--- config.mk ---
export PLATFORM = sky130hd
export DESIGN_NAME = urna_apuracao
export DESIGN_NICKNAME = d
export VERILOG_FILES = /design/src/rtl/urna_pkg.sv /design/src/rtl/bin2bcd_seq.sv /design/src/rtl/urna_apuracao.sv
export SDC_FILE = /design/constraint.sdc
export NUM_CORES = 1
export LEC_CHECK = 0
export BUFFER_PORTS_ARGS = -buffer_cell sky130_fd_sc_hd__buf_2
export CAP_MARGIN = 20
export CORE_MARGIN = 5
export CORE_UTILIZATION = 45
export DETAILED_ROUTE_END_ITERATION = 12
export PLACE_DENSITY = 0.68
export SLEW_MARGIN = 20
export SYNTH_ARGS = -nofsm -noshare
export SYNTH_HDL_FRONTEND = slang
export SYNTH_HIERARCHICAL = 1
export SYNTH_SLANG_ARGS = --single-unit
--- constraint.sdc ---
create_clock -name Clock -period 4.3 [get_ports Clock]
set_input_delay 0.645 -clock Clock [delete_from_list [all_inputs] [get_ports Clock]]
set_output_delay 0.645 -clock Clock [all_outputs]
set_load 0.01 [all_outputs]
--- src/rtl/urna_pkg.sv ---
// Shared types and constants for the ballot-box results tally.
// Winner codes follow candidate numbering; code 0 means no candidate received votes.
package urna_pkg;

  localparam int NUM_CAND   = 4;
  localparam int BCD_DIGITS = 3;

  typedef enum logic [2:0] {
    IDLE,
    SCAN,
    LOAD,
    CONV,
    DONE
  } state_t;

  localparam logic [2:0] WIN_NONE = 3'd0;
  localparam logic [2:0] WIN_C1   = 3'd1;
  localparam logic [2:0] WIN_C2   = 3'd2;
  localparam logic [2:0] WIN_C3   = 3'd3;
  localparam logic [2:0] WIN_C4   = 3'd4;

  function automatic logic [2:0] win_code(input logic [1:0] idx);
    logic [2:0] code;
    code = WIN_C1;
    case (idx)
      2'd0: code = WIN_C1;
      2'd1: code = WIN_C2;
      2'd2: code = WIN_C3;
      2'd3: code = WIN_C4;
      default: code = WIN_NONE;
    endcase
    return code;
  endfunction

endpackage

--- src/rtl/bin2bcd_seq.sv ---
// Sequential double-dabble converter: one shift per clock after a start pulse.
// Narrow inputs are left-aligned so the conversion always takes at least 8 shifts.
module bin2bcd_seq
  import urna_pkg::*;
#(
  parameter int CNT_W = 8
) (
  input  logic             clk,
  input  logic             rst,
  input  logic             start,
  input  logic [CNT_W-1:0] bin,
  output logic             done,
  output logic [11:0]      bcd
);

  localparam int SHIFTS = (CNT_W > 8) ? CNT_W : 8;
  localparam int BW     = 4 * BCD_DIGITS;
  localparam int SW     = BW + SHIFTS;

  logic [SW-1:0]     sr;
  logic [SW-1:0]     adj;
  logic [SHIFTS-1:0] aligned;
  logic [3:0]        bitcnt;
  logic              active;

  always_comb begin
    aligned = SHIFTS'(bin) << (SHIFTS - CNT_W);
    adj = sr;
    for (int d = 0; d < BCD_DIGITS; d++) begin
      if (sr[SHIFTS + 4*d +: 4] >= 4'd5)
        adj[SHIFTS + 4*d +: 4] = sr[SHIFTS + 4*d +: 4] + 4'd3;
    end
    done = active && (bitcnt == 4'(SHIFTS - 1));
    // digits as they will stand after the shift pending this cycle
    bcd = BW'(adj >> (SHIFTS - 1));
  end

  always_ff @(posedge clk or posedge rst) begin
    if (rst) begin
      sr     <= '0;
      bitcnt <= '0;
      active <= 1'b0;
    end else if (start) begin
      sr     <= {{BW{1'b0}}, aligned};
      bitcnt <= '0;
      active <= 1'b1;
    end else if (active) begin
      sr     <= adj << 1;
      bitcnt <= bitcnt + 4'd1;
      if (done) active <= 1'b0;
    end
  end

endmodule

--- src/rtl/urna_apuracao.sv ---
// Election results tally: snapshots the vote counters on a Finish rise, finds winner/tie,
// sums the total and converts the winning count to BCD for the display stage.
//
// state | meaning
// IDLE  | waiting for a Finish rise
// SCAN  | comparing/summing candidates 1..4, one per cycle
// LOAD  | loading the winning count into the BCD converter
// CONV  | double-dabble shifting
// DONE  | results published; behaves as IDLE for the next rise
module urna_apuracao
  import urna_pkg::*;
#(
  parameter int CNT_W = 8
) (
  input  logic             Clock,
  input  logic             Reset,
  input  logic             Finish,
  input  logic [CNT_W-1:0] C1,
  input  logic [CNT_W-1:0] C2,
  input  logic [CNT_W-1:0] C3,
  input  logic [CNT_W-1:0] C4,
  input  logic [CNT_W-1:0] Nulo,
  output logic             Busy,
  output logic             Done,
  output logic [2:0]       Winner,
  output logic             Tie,
  output logic [11:0]      WinnerBCD,
  output logic [CNT_W+2:0] Total
);

  localparam int TW = CNT_W + 3;

  state_t           state, state_nxt;
  logic             finish_q;
  logic             rise;
  logic             start;
  logic [CNT_W-1:0] snap [NUM_CAND];
  logic [1:0]       idx;
  logic [2:0]       best;
  logic [CNT_W-1:0] bestval;
  logic             tie_r;
  logic [CNT_W-1:0] cur;
  logic             cvt_done;
  logic [11:0]      cvt_bcd;

  assign rise  = Finish && !finish_q;
  assign start = ((state == IDLE) || (state == DONE)) && rise;
  assign cur   = snap[idx];

  always_ff @(posedge Clock or posedge Reset) begin
    if (Reset) state <= IDLE;
    else       state <= state_nxt;
  end

  always_comb begin
    state_nxt = state;
    case (state)
      IDLE, DONE: state_nxt = rise ? SCAN : IDLE;
      SCAN:       if (idx == 2'(NUM_CAND - 1)) state_nxt = LOAD;
      LOAD:       state_nxt = CONV;
      CONV:       if (cvt_done) state_nxt = DONE;
      default:    state_nxt = IDLE;
    endcase
  end

  always_ff @(posedge Clock or posedge Reset) begin
    if (Reset) begin
      finish_q  <= 1'b0;
      for (int i = 0; i < NUM_CAND; i++) snap[i] <= '0;
      idx       <= '0;
      best      <= WIN_NONE;
      bestval   <= '0;
      tie_r     <= 1'b0;
      Total     <= '0;
      Busy      <= 1'b0;
      Done      <= 1'b0;
      Winner    <= WIN_NONE;
      Tie       <= 1'b0;
      WinnerBCD <= '0;
    end else begin
      finish_q <= Finish;
      if (start) begin
        snap[0] <= C1;
        snap[1] <= C2;
        snap[2] <= C3;
        snap[3] <= C4;
        idx     <= '0;
        best    <= WIN_NONE;
        bestval <= '0;
        tie_r   <= 1'b0;
        Total   <= TW'(Nulo);
        Done    <= 1'b0;
        Busy    <= 1'b1;
      end else if (state == SCAN) begin
        // strict > keeps the lowest index when counts are equal
        if (cur > bestval) begin
          best    <= win_code(idx);
          bestval <= cur;
          tie_r   <= 1'b0;
        end else if ((cur == bestval) && (bestval != '0)) begin
          tie_r <= 1'b1;
        end
        Total <= Total + TW'(cur);
        idx   <= idx + 2'd1;
      end else if ((state == CONV) && cvt_done) begin
        Winner    <= best;
        Tie       <= tie_r;
        WinnerBCD <= cvt_bcd;
        Busy      <= 1'b0;
        Done      <= 1'b1;
      end
    end
  end

  bin2bcd_seq #(.CNT_W(CNT_W)) u_bcd (
    .clk   (Clock),
    .rst   (Reset),
    .start (state == LOAD),
    .bin   (bestval),
    .done  (cvt_done),
    .bcd   (cvt_bcd)
  );

endmodule

# == Word-level counts from Yosys, hierarchy flattened ==
# Index checks and enable logic that the tools add are counted.
# totals
ff_bits,104
output_inout_bits,29
wordCells,104
# classes
add_sub_neg,6
magnitude_cmp,5
eq_ne,12
mux,38
bitwise_logic,3
n_reduce_logical,21
# ops
op,n
two-way mux 20 bit,2
two-way mux 8 bit,5
one-hot mux 3 bit (4 select lines),2
two-way mux 11 bit,2
two-way mux 3 bit,6
binary-select mux 8 bit (select 2 bit),1
two-way mux 4 bit,4
two-way mux 1 bit,14
"greater-or-equal comparator 4 x 3 -> 1 bit, second input constant",3
adder 11 x 8 -> 11 bit,1
"adder 4 x 2 -> 4 bit, second input constant",2
== test 8 bit,1
> comparator 8 bit,1
AND reduction 2 bit,4
nonzero test 2 bit,4
nonzero test 8 bit,1
"== test 3 x 2 -> 1 bit, second input constant",2
"inequality test 2 bit, second input constant",3
logical AND 1 bit,5
"adder 4 x 1 -> 4 bit, second input constant",1
"== test 2 bit, second input constant",2
"== test 4 x 3 -> 1 bit, second input constant",1
two-way mux 2 bit,2
"adder 3 x 2 -> 3 bit, second input constant",1
14 further kinds,15

# == Depth between registers and ports, before layout ==
# Gate-level depths: netlist of the first run.
# logic_depth
ltp_word,10
ltp_mapped,10
mapped_depth_nobuf,8

# == Modules after synthesis ==
# Netlist of the first run, hierarchy kept.
# by_module_without_submodules
module,instances,cells_per_inst,area_each_um2
urna_apuracao,1,413,3922.5
bin2bcd_seq,1,166,1542.7

# == Worst setup path before layout of the first run ==
# Ideal clock, no wire load.
# synth_timing
kind,flip-flop to flip-flop
from,register idx[0]
to,register bestval[7]
arrival_ps,2853
t_required_ps,4175
setup_slack_ps,1322
stages_incl_launch_ff,9
synth_period_minus_slack_ps,2978
path_cell_list,dfrtp_1 clkbuf_1 mux4_2 ha_1 a21oi_1 o21ai_0 o311ai_4 buf_6 mux2_4
# synth_via
elab_chain_cells,7
elab_cells_between_ends,10
classes_between,order compare (1); mux (6); bitwise (1); reduce/logical (2)
# synth_rtl
item,line_no,source
"start, declared",urna_apuracao.sv:38,logic [1:0] idx;
"start signal, assigned",urna_apuracao.sv:104,idx <= idx + 2'd1;
NOT 2 -> 3 bit (not written as such) (*),urna_apuracao.sv:48,assign cur = snap[idx];
binary-select mux 8 bit (select 2 bit) (*),urna_apuracao.sv:48,
two-way mux 8 bit (not written as such) (*) (2 in series),urna_apuracao.sv:48,
> comparator 8 bit / two-way mux 8 bit (equally long branches),urna_apuracao.sv:96,if (cur > bestval) begin
nonzero test 2 bit (no source line) / two-way mux 8 bit (equally long branches),n/a,
AND reduction 2 bit (no source line) / two-way mux 8 bit (equally long branches),n/a,
"end signal, assigned",urna_apuracao.sv:98,bestval <= cur;
"end, declared",urna_apuracao.sv:40,logic [CNT_W-1:0] bestval;
# Mark *: on every way between the ends. The rest lies on a longest branch, timed or not. The select of a mux whose other input is x is not followed.
# A chain may end at the register's enable or synchronous reset.

# == Worst setup path in the final report of the first run ==
# layout_timing
from,register idx[0]
to,register bestval[3]
# The elaborated chain is that of the path after synthesis.

==> report_table.html, run 1 <==
<table>
<tr><th>Metric</th><th>Value</th></tr>
<tr><th colspan="2">Timing</th></tr>
<tr><td>Share of the cycle needed by the critical path after routing</td><td>0.7470</td></tr>
<tr><td>RSZ-0062 raised after global routing</td><td>no</td></tr>
<tr><td>Final number of max-transition violations</td><td>0</td></tr>
<tr><td>Number of failing hold endpoints at the final stage</td><td>0</td></tr>
<tr><td>Time the final worst path needs with I/O delays and setup</td><td>3212 ps</td></tr>
<tr><td>Maximum frequency from static timing analysis</td><td>311.3 MHz</td></tr>
<tr><td>Headroom to the max-slew limit</td><td>0.4337</td></tr>
<tr><td>Worst-Margin Slew</td><td>848.4 ps</td></tr>
<tr><td>Post-route clock skew</td><td>5.136 ps</td></tr>
<tr><td>Post-Route Setup TNS</td><td>0 ps</td></tr>
<tr><td>Final setup violating endpoints</td><td>0</td></tr>
<tr><th colspan="2">Power</th></tr>
<tr><td>Part of the power in registers</td><td>0.352</td></tr>
<tr><td>Peak supply drop</td><td>335.9 µV</td></tr>
<tr><td>Cell-internal power</td><td>2.943 mW</td></tr>
<tr><td>Psw</td><td>2.087 mW</td></tr>
<tr><td>Ratio of total power to cell area</td><td>820.0 nW/µm²</td></tr>
<tr><td>Comb pwr share</td><td>0.486</td></tr>
<tr><td>Switching share of power</td><td>0.4149</td></tr>
<tr><td>Clk network pwr share</td><td>0.162</td></tr>
<tr><td>Leakage power</td><td>3.136 nW</td></tr>
<tr><th colspan="2">Floorplanning</th></tr>
<tr><td>Width of the die</td><td>120.2 µm</td></tr>
<tr><td>Std-Cell Rows</td><td>40</td></tr>
<tr><td>Number of top-level pins</td><td>72</td></tr>
<tr><td>DIE HEIGHT</td><td>120.2 µm</td></tr>
<tr><td>Placeable core area</td><td>11960 µm²</td></tr>
<tr><td>Full die area</td><td>14450 µm²</td></tr>
<tr><td>Initial core utilization</td><td>0.4569</td></tr>
<tr><th colspan="2">CTS</th></tr>
<tr><td>Clock transition at the registers of the reported paths</td><td>70 ps</td></tr>
<tr><td>Postcts setup bufs</td><td>0</td></tr>
<tr><td>Insertion delay to the later sink of the worst-skew pair</td><td>350 ps</td></tr>
<tr><td>Post-cts sizing count</td><td>0</td></tr>
<tr><td>Count of hold-fix buffers inserted at cts</td><td>0</td></tr>
<tr><td>Number of H-tree branching levels</td><td>3</td></tr>
<tr><td>Clock sinks</td><td>104</td></tr>
<tr><td>Clock Tree Root</td><td>clkbuf_16</td></tr>
<tr><td>TritonCTS clock tree</td><td>built</td></tr>
<tr><td>Maximum clock path buffer count</td><td>2</td></tr>
<tr><td>Cts bufs inserted</td><td>9</td></tr>
<tr><th colspan="2">Route</th></tr>
<tr><td>Via count</td><td>4153</td></tr>
<tr><td>Detailed router's first-iteration violation count</td><td>227</td></tr>
<tr><td>Post-route DRC</td><td>0</td></tr>
<tr><td>Routed wirelength normalized by instance count</td><td>14.96 µm</td></tr>
<tr><td>WL final</td><td>11.67 mm</td></tr>
<tr><td>Count of TritonRoute iterations in the first routing pass</td><td>5</td></tr>
<tr><td>Detail-routed via count per cell</td><td>5.324</td></tr>
<tr><td>Post-DRT Antenna Nets</td><td>0</td></tr>
<tr><th colspan="2">Global routing</th></tr>
<tr><td>Vias in the first global route</td><td>4166</td></tr>
<tr><td>Antenna violations before repair</td><td>0</td></tr>
<tr><td>GRT Resource Usage Total</td><td>0.1734</td></tr>
<tr><td>Wire length of the first global-routing pass</td><td>20.35 mm</td></tr>
<tr><td>Congestion Overflow GR</td><td>0</td></tr>
<tr><td>Largest net degree at the start of global routing</td><td>51</td></tr>
<tr><th colspan="2">Finish</th></tr>
<tr><td>Post-Layout Cell Count</td><td>780</td></tr>
<tr><td>End-of-flow core utilization</td><td>0.5128</td></tr>
<tr><td>Area of all sequential standard cells</td><td>2603 µm²</td></tr>
<tr><td>Proportion of layout cells with a drive suffix above 1</td><td>0.1864</td></tr>
<tr><td>Count of filler cells inserted in the layout</td><td>1066</td></tr>
<tr><td>Footprint of the multi-input gates</td><td>2566 µm²</td></tr>
<tr><td>Number of diodes</td><td>0</td></tr>
<tr><td>Nets</td><td>699</td></tr>
<tr><td>Signed area change from the synthesized netlist to the final layout</td><td>12.23%</td></tr>
<tr><th colspan="2">Placement</th></tr>
<tr><td>DP HPWL</td><td>8.448 mm</td></tr>
<tr><td>Cell Count Post-Placement</td><td>764</td></tr>
<tr><td>Global placement routability congestion</td><td>0.8470</td></tr>
<tr><td>Count of buffers inserted at the top-level ports</td><td>71</td></tr>
<tr><th colspan="2">Logic synthesis</th></tr>
<tr><td>Share of the yosys chip area belonging to registers</td><td>0.4762</td></tr>
<tr><td>Synth top area cells</td><td>dfrtp_1, nand2_1, ha_1, mux4_2, mux2i_1</td></tr>
<tr><td>Post-synth EDFFs</td><td>0</td></tr>
<tr><td>Number of distinct library cells after synthesis</td><td>54</td></tr>
<tr><td>Top cell type's share of synthesized area</td><td>0.4762</td></tr>
<tr><td>Synth Instances</td><td>579</td></tr>
<tr><td>Share of flip-flops with an asynchronous set or reset</td><td>1.000</td></tr>
<tr><td>Cell accounting for the most synthesized area</td><td>dfrtp_1</td></tr>
<tr><td>Commonest cells post-synth</td><td>nand2_1, dfrtp_1, ha_1</td></tr>
<tr><td>Net count after synthesis</td><td>650</td></tr>
<tr><td>Netlist Area Pre-Place</td><td>5465 µm²</td></tr>
<tr><td>Most used standard cell by instance count after synthesis</td><td>nand2_1</td></tr>
<tr><td>Count of yosys warnings during synthesis</td><td>6</td></tr>
<tr><td>Mean Syn Cell Area</td><td>9.439 µm²</td></tr>
<tr><td>Most frequently used flop master after synthesis</td><td>dfrtp_1</td></tr>
<tr><td>Synthesized flop and latch total</td><td>104</td></tr>
<tr><th colspan="2">Setup path</th></tr>
<tr><td>Peak per-stage delay on the critical path</td><td>680 ps</td></tr>
<tr><td>Maximum fanout encountered on the critical timing path</td><td>16</td></tr>
<tr><td>Critical path buffers and inverters</td><td>0</td></tr>
<tr><td>Crit path required time</td><td>4530 ps</td></tr>
<tr><td>CP Cell Sequence</td><td>mux4_2 -&gt; ha_1 -&gt; a21oi_1 -&gt; o21ai_0 -&gt; o311ai_4 -&gt; mux2_2</td></tr>
<tr><td>Cell class contributing the biggest share of worst-path delay</td><td>compound AO/OA/AOI/OAI gates</td></tr>
<tr><td>Crit path kind</td><td>flop to flop</td></tr>
<tr><td>Cell at the slowest stage of the critical path</td><td>dfrtp_1</td></tr>
<tr><td>Kind of capture point of the worst setup path</td><td>flop</td></tr>
<tr><td>Arrival time reported for the critical path endpoint</td><td>3440 ps</td></tr>
<tr><td>Startpoint type of the worst setup path</td><td>flop</td></tr>
<tr><th colspan="2">Status</th></tr>
<tr><td>Run status</td><td>complete, no violations</td></tr>
<tr><th colspan="2">Job</th></tr>
<tr><td>Maximum capacitance violations</td><td>0</td></tr>
<tr><th colspan="2">Min path</th></tr>
<tr><td>Class of the tightest hold or removal check</td><td>primary input to async pin</td></tr>
</table>
## layout make-up
type | instances | area share
Timing Repair Buffer | 77 | 0.06528
Sequential cell | 104 | 0.4243
Multi-Input combinational cell | 412 | 0.4184
Inverter | 24 | 0.01489
Tap cell | 147 | 0.02999
Clock inverter | 5 | 0.009180
Clock buffer | 11 | 0.03794
## cells by family after synthesis
| kind of cell | after synthesis | share of synthesized area |
|---|---|---|
| compound gates | 85 | 0.1035 |
| xor+xnor | 11 | 0.01763 |
| fa+ha+maj | 28 | 0.06548 |
| buf+inv | 63 | 0.05723 |
| flops | 104 | 0.4762 |
| mux | 29 | 0.07371 |
| simple gates | 259 | 0.2063 |
## per-layer routing
metal,global-route usage,part of all wire,up-vias
met3,0.03040,0.042,15
li1,-,-,2044
met4,0.05941,0.016,0
met5,0,0,-
met1,0.2342,0.46,2006
met2,0.2835,0.48,88
## metrics by stage
| step | area (µm²) | worst slack (ps) | power [mW] | hold slack [ps] |
|---|---|---|---|---|
| floorplan | 5465 | 1322 | 3.738 | 432.9 |
| global placement | 5838 | 1191 | 4.132 | 456.4 |
| detailed placement | 5838 | 1100 | 4.220 | 458.5 |
| CTS | 6127 | 1095 | 5.056 | 416.0 |
| global route | 6133 | 835.6 | 5.478 | 420.6 |
| finish | 6133 | 1088 | 5.029 | 351.5 |
## flip-flops by register name (all words and copies together) (netlist names)
signal	flops
snap	32
u_bcd/sr	20
WinnerBCD	12
Total	11
bestval	8
u_bcd/bitcnt	4
Winner	3
best	3
state	3
idx	2
Busy	1
Done	1
Tie	1
finish_q	1
tie_r	1
u_bcd/active	1
## path summary, 6_finish.rpt
check / cells past startpoint / start / to / slack (ps)
setup / recovery: 6 / idx[0] / bestval[3] / 1090
hold / removal: 2 / Reset / u_bcd/sr[7] / 350
setup reg to reg: 6 / idx[0] / bestval[3] / 1090
hold reg to reg: 2 / Winner[2] / Winner[2] / 470
max in group asynchronous: 3 / Reset / idx[0] / 2920
min in group Clock: 1 / Finish / finish_q / 420
## placed cells by master (no fill, tap or decap), drive strengths merged, types with 4 or more instances in the layout
cell,count
clkinv,4
a21oi,21
a22oi,6
nand3,10
o21ai,27
o311ai,4
xnor2,5
nand2b,8
mux2i,14
nand4b,4
o21a,4
a31oi,5
or4,4
xor2,6
mux4,8
inv,23
nor2,24
nor3b,4
mux2,7
clkbuf,11
buf,77
a21o,5
dfrtp,104
nand2,182
ha,27
## power by group through the flow
stage               logic [mW]  clock network [mW]  registers [mW]
CTS                       2.45               0.831            1.77
global placement          2.36                   0            1.78
global route              2.77               0.866            1.84
finish                    2.45               0.813            1.77
detailed placement        2.44                   0            1.78
floorplan                 2.06                   0            1.68
No activity file was read; power rests on OpenSTA's default activity.
==> inputs of run 2 (changes only) <==
==> constraint.sdc (replaced) <==
create_clock -name Clock -period 3.15 [get_ports Clock]
set_input_delay 0.4725 -clock Clock [delete_from_list [all_inputs] [get_ports Clock]]
set_output_delay 0.4725 -clock Clock [all_outputs]
set_load 0.01 [all_outputs]
==> run 2 against run 1 <==
Compared with the run above:
- sequential share of layout area shrank 0.52 points
- worst setup slack lost 880 ps
- first-iteration DRC count grew 19%
- maximum frequency grew 9.3%
- global-route usage grew 0.22 points
- non-clock buffer count grew 8
- wire length grew 3.7%
- via count grew 1.4%
- critical path depth grew 2
- sequential power grew 35%
- die area is the same
- highest routed layer unchanged
==> report_table.html, run 2 (same netlist as run 1, synthesis figures left out) <==
<table>
<tr><th>Metric</th><th>Value</th></tr>
<tr><th colspan="2">Timing</th></tr>
<tr><td>Share of the cycle needed by the critical path after routing</td><td>0.9329</td></tr>
<tr><td>Headroom to the max-slew limit</td><td>0.4379</td></tr>
<tr><td>Post-Route Setup TNS</td><td>0 ps</td></tr>
<tr><td>Time the final worst path needs with I/O delays and setup</td><td>2939 ps</td></tr>
<tr><td>RSZ-0062 raised after global routing</td><td>no</td></tr>
<tr><td>Final number of max-transition violations</td><td>0</td></tr>
<tr><td>Number of failing hold endpoints at the final stage</td><td>0</td></tr>
<tr><td>Worst-Margin Slew</td><td>839.5 ps</td></tr>
<tr><td>Post-route clock skew</td><td>10.13 ps</td></tr>
<tr><td>Final setup violating endpoints</td><td>0</td></tr>
<tr><td>Maximum frequency from static timing analysis</td><td>340.3 MHz</td></tr>
<tr><th colspan="2">Finish</th></tr>
<tr><td>Number of diodes</td><td>0</td></tr>
<tr><td>Signed area change from the synthesized netlist to the final layout</td><td>13.62%</td></tr>
<tr><td>Largest regs</td><td>snap: 32 flops, u_bcd/sr: 20 flops, WinnerBCD: 12 flops</td></tr>
<tr><td>Register name with the most flops</td><td>snap</td></tr>
<tr><td>Nets</td><td>707</td></tr>
<tr><td>Max FFs per register</td><td>32</td></tr>
<tr><td>End-of-flow core utilization</td><td>0.5191</td></tr>
<tr><td>Most common cell after layout, fill and taps aside</td><td>nand2_1</td></tr>
<tr><td>Proportion of layout cells with a drive suffix above 1</td><td>0.1941</td></tr>
<tr><td>Commonest cells after routing, fill and taps aside</td><td>nand2_1, dfrtp_1, buf_2</td></tr>
<tr><th colspan="2">Floorplanning</th></tr>
<tr><td>DIE HEIGHT</td><td>120.2 µm</td></tr>
<tr><td>Width of the die</td><td>120.2 µm</td></tr>
<tr><td>Number of top-level pins</td><td>72</td></tr>
<tr><td>Std-Cell Rows</td><td>40</td></tr>
<tr><td>Placeable core area</td><td>11960 µm²</td></tr>
<tr><td>Initial core utilization</td><td>0.4569</td></tr>
<tr><td>Full die area</td><td>14450 µm²</td></tr>
<tr><th colspan="2">Route</th></tr>
<tr><td>Post-DRT Antenna Nets</td><td>0</td></tr>
<tr><td>Via count</td><td>4211</td></tr>
<tr><td>Detail-routed via count per cell</td><td>5.358</td></tr>
<tr><td>Routed wirelength normalized by instance count</td><td>15.39 µm</td></tr>
<tr><td>Detailed router's first-iteration violation count</td><td>271</td></tr>
<tr><td>WL final</td><td>12.10 mm</td></tr>
<tr><td>Count of TritonRoute iterations in the first routing pass</td><td>5</td></tr>
<tr><td>Post-route DRC</td><td>0</td></tr>
<tr><th colspan="2">CTS</th></tr>
<tr><td>Clock sinks</td><td>104</td></tr>
<tr><td>TritonCTS clock tree</td><td>built</td></tr>
<tr><td>Clock transition at the registers of the reported paths</td><td>70 ps</td></tr>
<tr><td>Count of hold-fix buffers inserted at cts</td><td>0</td></tr>
<tr><td>Cts bufs inserted</td><td>9</td></tr>
<tr><td>Maximum clock path buffer count</td><td>2</td></tr>
<tr><td>Insertion delay to the later sink of the worst-skew pair</td><td>350 ps</td></tr>
<tr><td>Postcts setup bufs</td><td>0</td></tr>
<tr><td>Clock Tree Root</td><td>clkbuf_16</td></tr>
<tr><td>Post-cts sizing count</td><td>0</td></tr>
<tr><td>Number of H-tree branching levels</td><td>3</td></tr>
<tr><th colspan="2">Job</th></tr>
<tr><td>Maximum capacitance violations</td><td>0</td></tr>
<tr><th colspan="2">Setup path</th></tr>
<tr><td>Reg-to-reg slack, setup</td><td>210 ps</td></tr>
<tr><td>Destination of the worst register-to-register timing path</td><td>Total[8]</td></tr>
<tr><td>RR Startpoint</td><td>idx[0]</td></tr>
<tr><td>Crit path required time</td><td>3420 ps</td></tr>
<tr><td>Cell at the slowest stage of the critical path</td><td>mux4_2</td></tr>
<tr><td>Crit path kind</td><td>flop to flop</td></tr>
<tr><td>CP Cell Sequence</td><td>mux4_2 -&gt; ha_1 -&gt; fa_1 -&gt; a21o_1 -&gt; a221oi_1 -&gt; o21a_1 -&gt; o21ai_0 -&gt; a21oi_1</td></tr>
<tr><td>Cell class contributing the biggest share of worst-path delay</td><td>compound AO/OA/AOI/OAI gates</td></tr>
<tr><td>Critical path origin</td><td>idx[0]</td></tr>
<tr><td>Arrival time reported for the critical path endpoint</td><td>3210 ps</td></tr>
<tr><td>Worst Reg-to-Reg Cells</td><td>8</td></tr>
<tr><td>Kind of capture point of the worst setup path</td><td>flop</td></tr>
<tr><td>Peak per-stage delay on the critical path</td><td>580 ps</td></tr>
<tr><td>Startpoint type of the worst setup path</td><td>flop</td></tr>
<tr><td>WP depth</td><td>8</td></tr>
<tr><td>Critical path buffers and inverters</td><td>0</td></tr>
<tr><td>Maximum fanout encountered on the critical timing path</td><td>8</td></tr>
<tr><th colspan="2">Power</th></tr>
<tr><td>Leakage power</td><td>3.174 nW</td></tr>
<tr><td>Peak supply drop</td><td>516.4 µV</td></tr>
<tr><td>Ratio of total power to cell area</td><td>1115 nW/µm²</td></tr>
<tr><th colspan="2">Global routing</th></tr>
<tr><td>Largest net degree at the start of global routing</td><td>54</td></tr>
<tr><td>GRT Resource Usage Total</td><td>0.1756</td></tr>
<tr><td>Wire length of the first global-routing pass</td><td>20.47 mm</td></tr>
<tr><td>Vias in the first global route</td><td>4242</td></tr>
<tr><td>Congestion Overflow GR</td><td>0</td></tr>
<tr><td>Antenna violations before repair</td><td>0</td></tr>
<tr><th colspan="2">Placement</th></tr>
<tr><td>Count of buffers inserted at the top-level ports</td><td>71</td></tr>
<tr><td>DP HPWL</td><td>8.875 mm</td></tr>
<tr><td>Global placement routability congestion</td><td>0.8357</td></tr>
<tr><th colspan="2">Min path</th></tr>
<tr><td>Class of the tightest hold or removal check</td><td>primary input to async pin</td></tr>
<tr><th colspan="2">Status</th></tr>
<tr><td>Run status</td><td>complete, no violations</td></tr>
</table>
run 2: worst max path at each step:
stage / to / slack, ps
2_1_floorplan: bestval[7] / 170
3_3_place_gp: Total[8] / 270
3_5_place_dp: best[1] / 200
4_1_cts: best[0] / 170
5_1_grt: best[2] / 30
6_report: Total[8] / 210
run 2: through the flow:
step / area (µm²) / total power [mW] / setup slack, ps / cells / hold WS (ps)
6_report: 6210 / 6.922 / 211.5 / 786 / 66.25
5_1_grt: 6210 / 7.526 / 30.01 / 786 / 70.32
4_1_cts: 6161 / 6.957 / 169.0 / 784 / 240.7
3_5_place_dp: 5883 / 5.849 / 204.5 / 770 / 461.8
3_3_place_gp: 5883 / 5.665 / 270.9 / 770 / 456.7
2_1_floorplan: 5465 / 5.103 / 172.3 / 579 / 432.9
run 2: cell type report:
cell class,instances,area (µm²)
clock buffer,11,232.7
clock inverter,3,45.04
fill,1078,5752
inverter,24,91.34
multi-input combinational,412,2561
sequential,104,2603
tap,147,183.9
timing repair buffer,85,493.0
run 2: report_power, final:
group          internal [mW]  switching (mW)  total, mW
Sequential              1.91           0.478       2.39
Combinational           1.53            1.93       3.46
Clock                  0.608           0.467       1.07
Total                   4.05            2.87       6.92
run 2: per-layer routing:
layer  global-route usage  part of all wire
met5                    0                 0
met4              0.07158             0.026
met3              0.04163             0.045
met2               0.2877              0.49
met1               0.2248              0.44
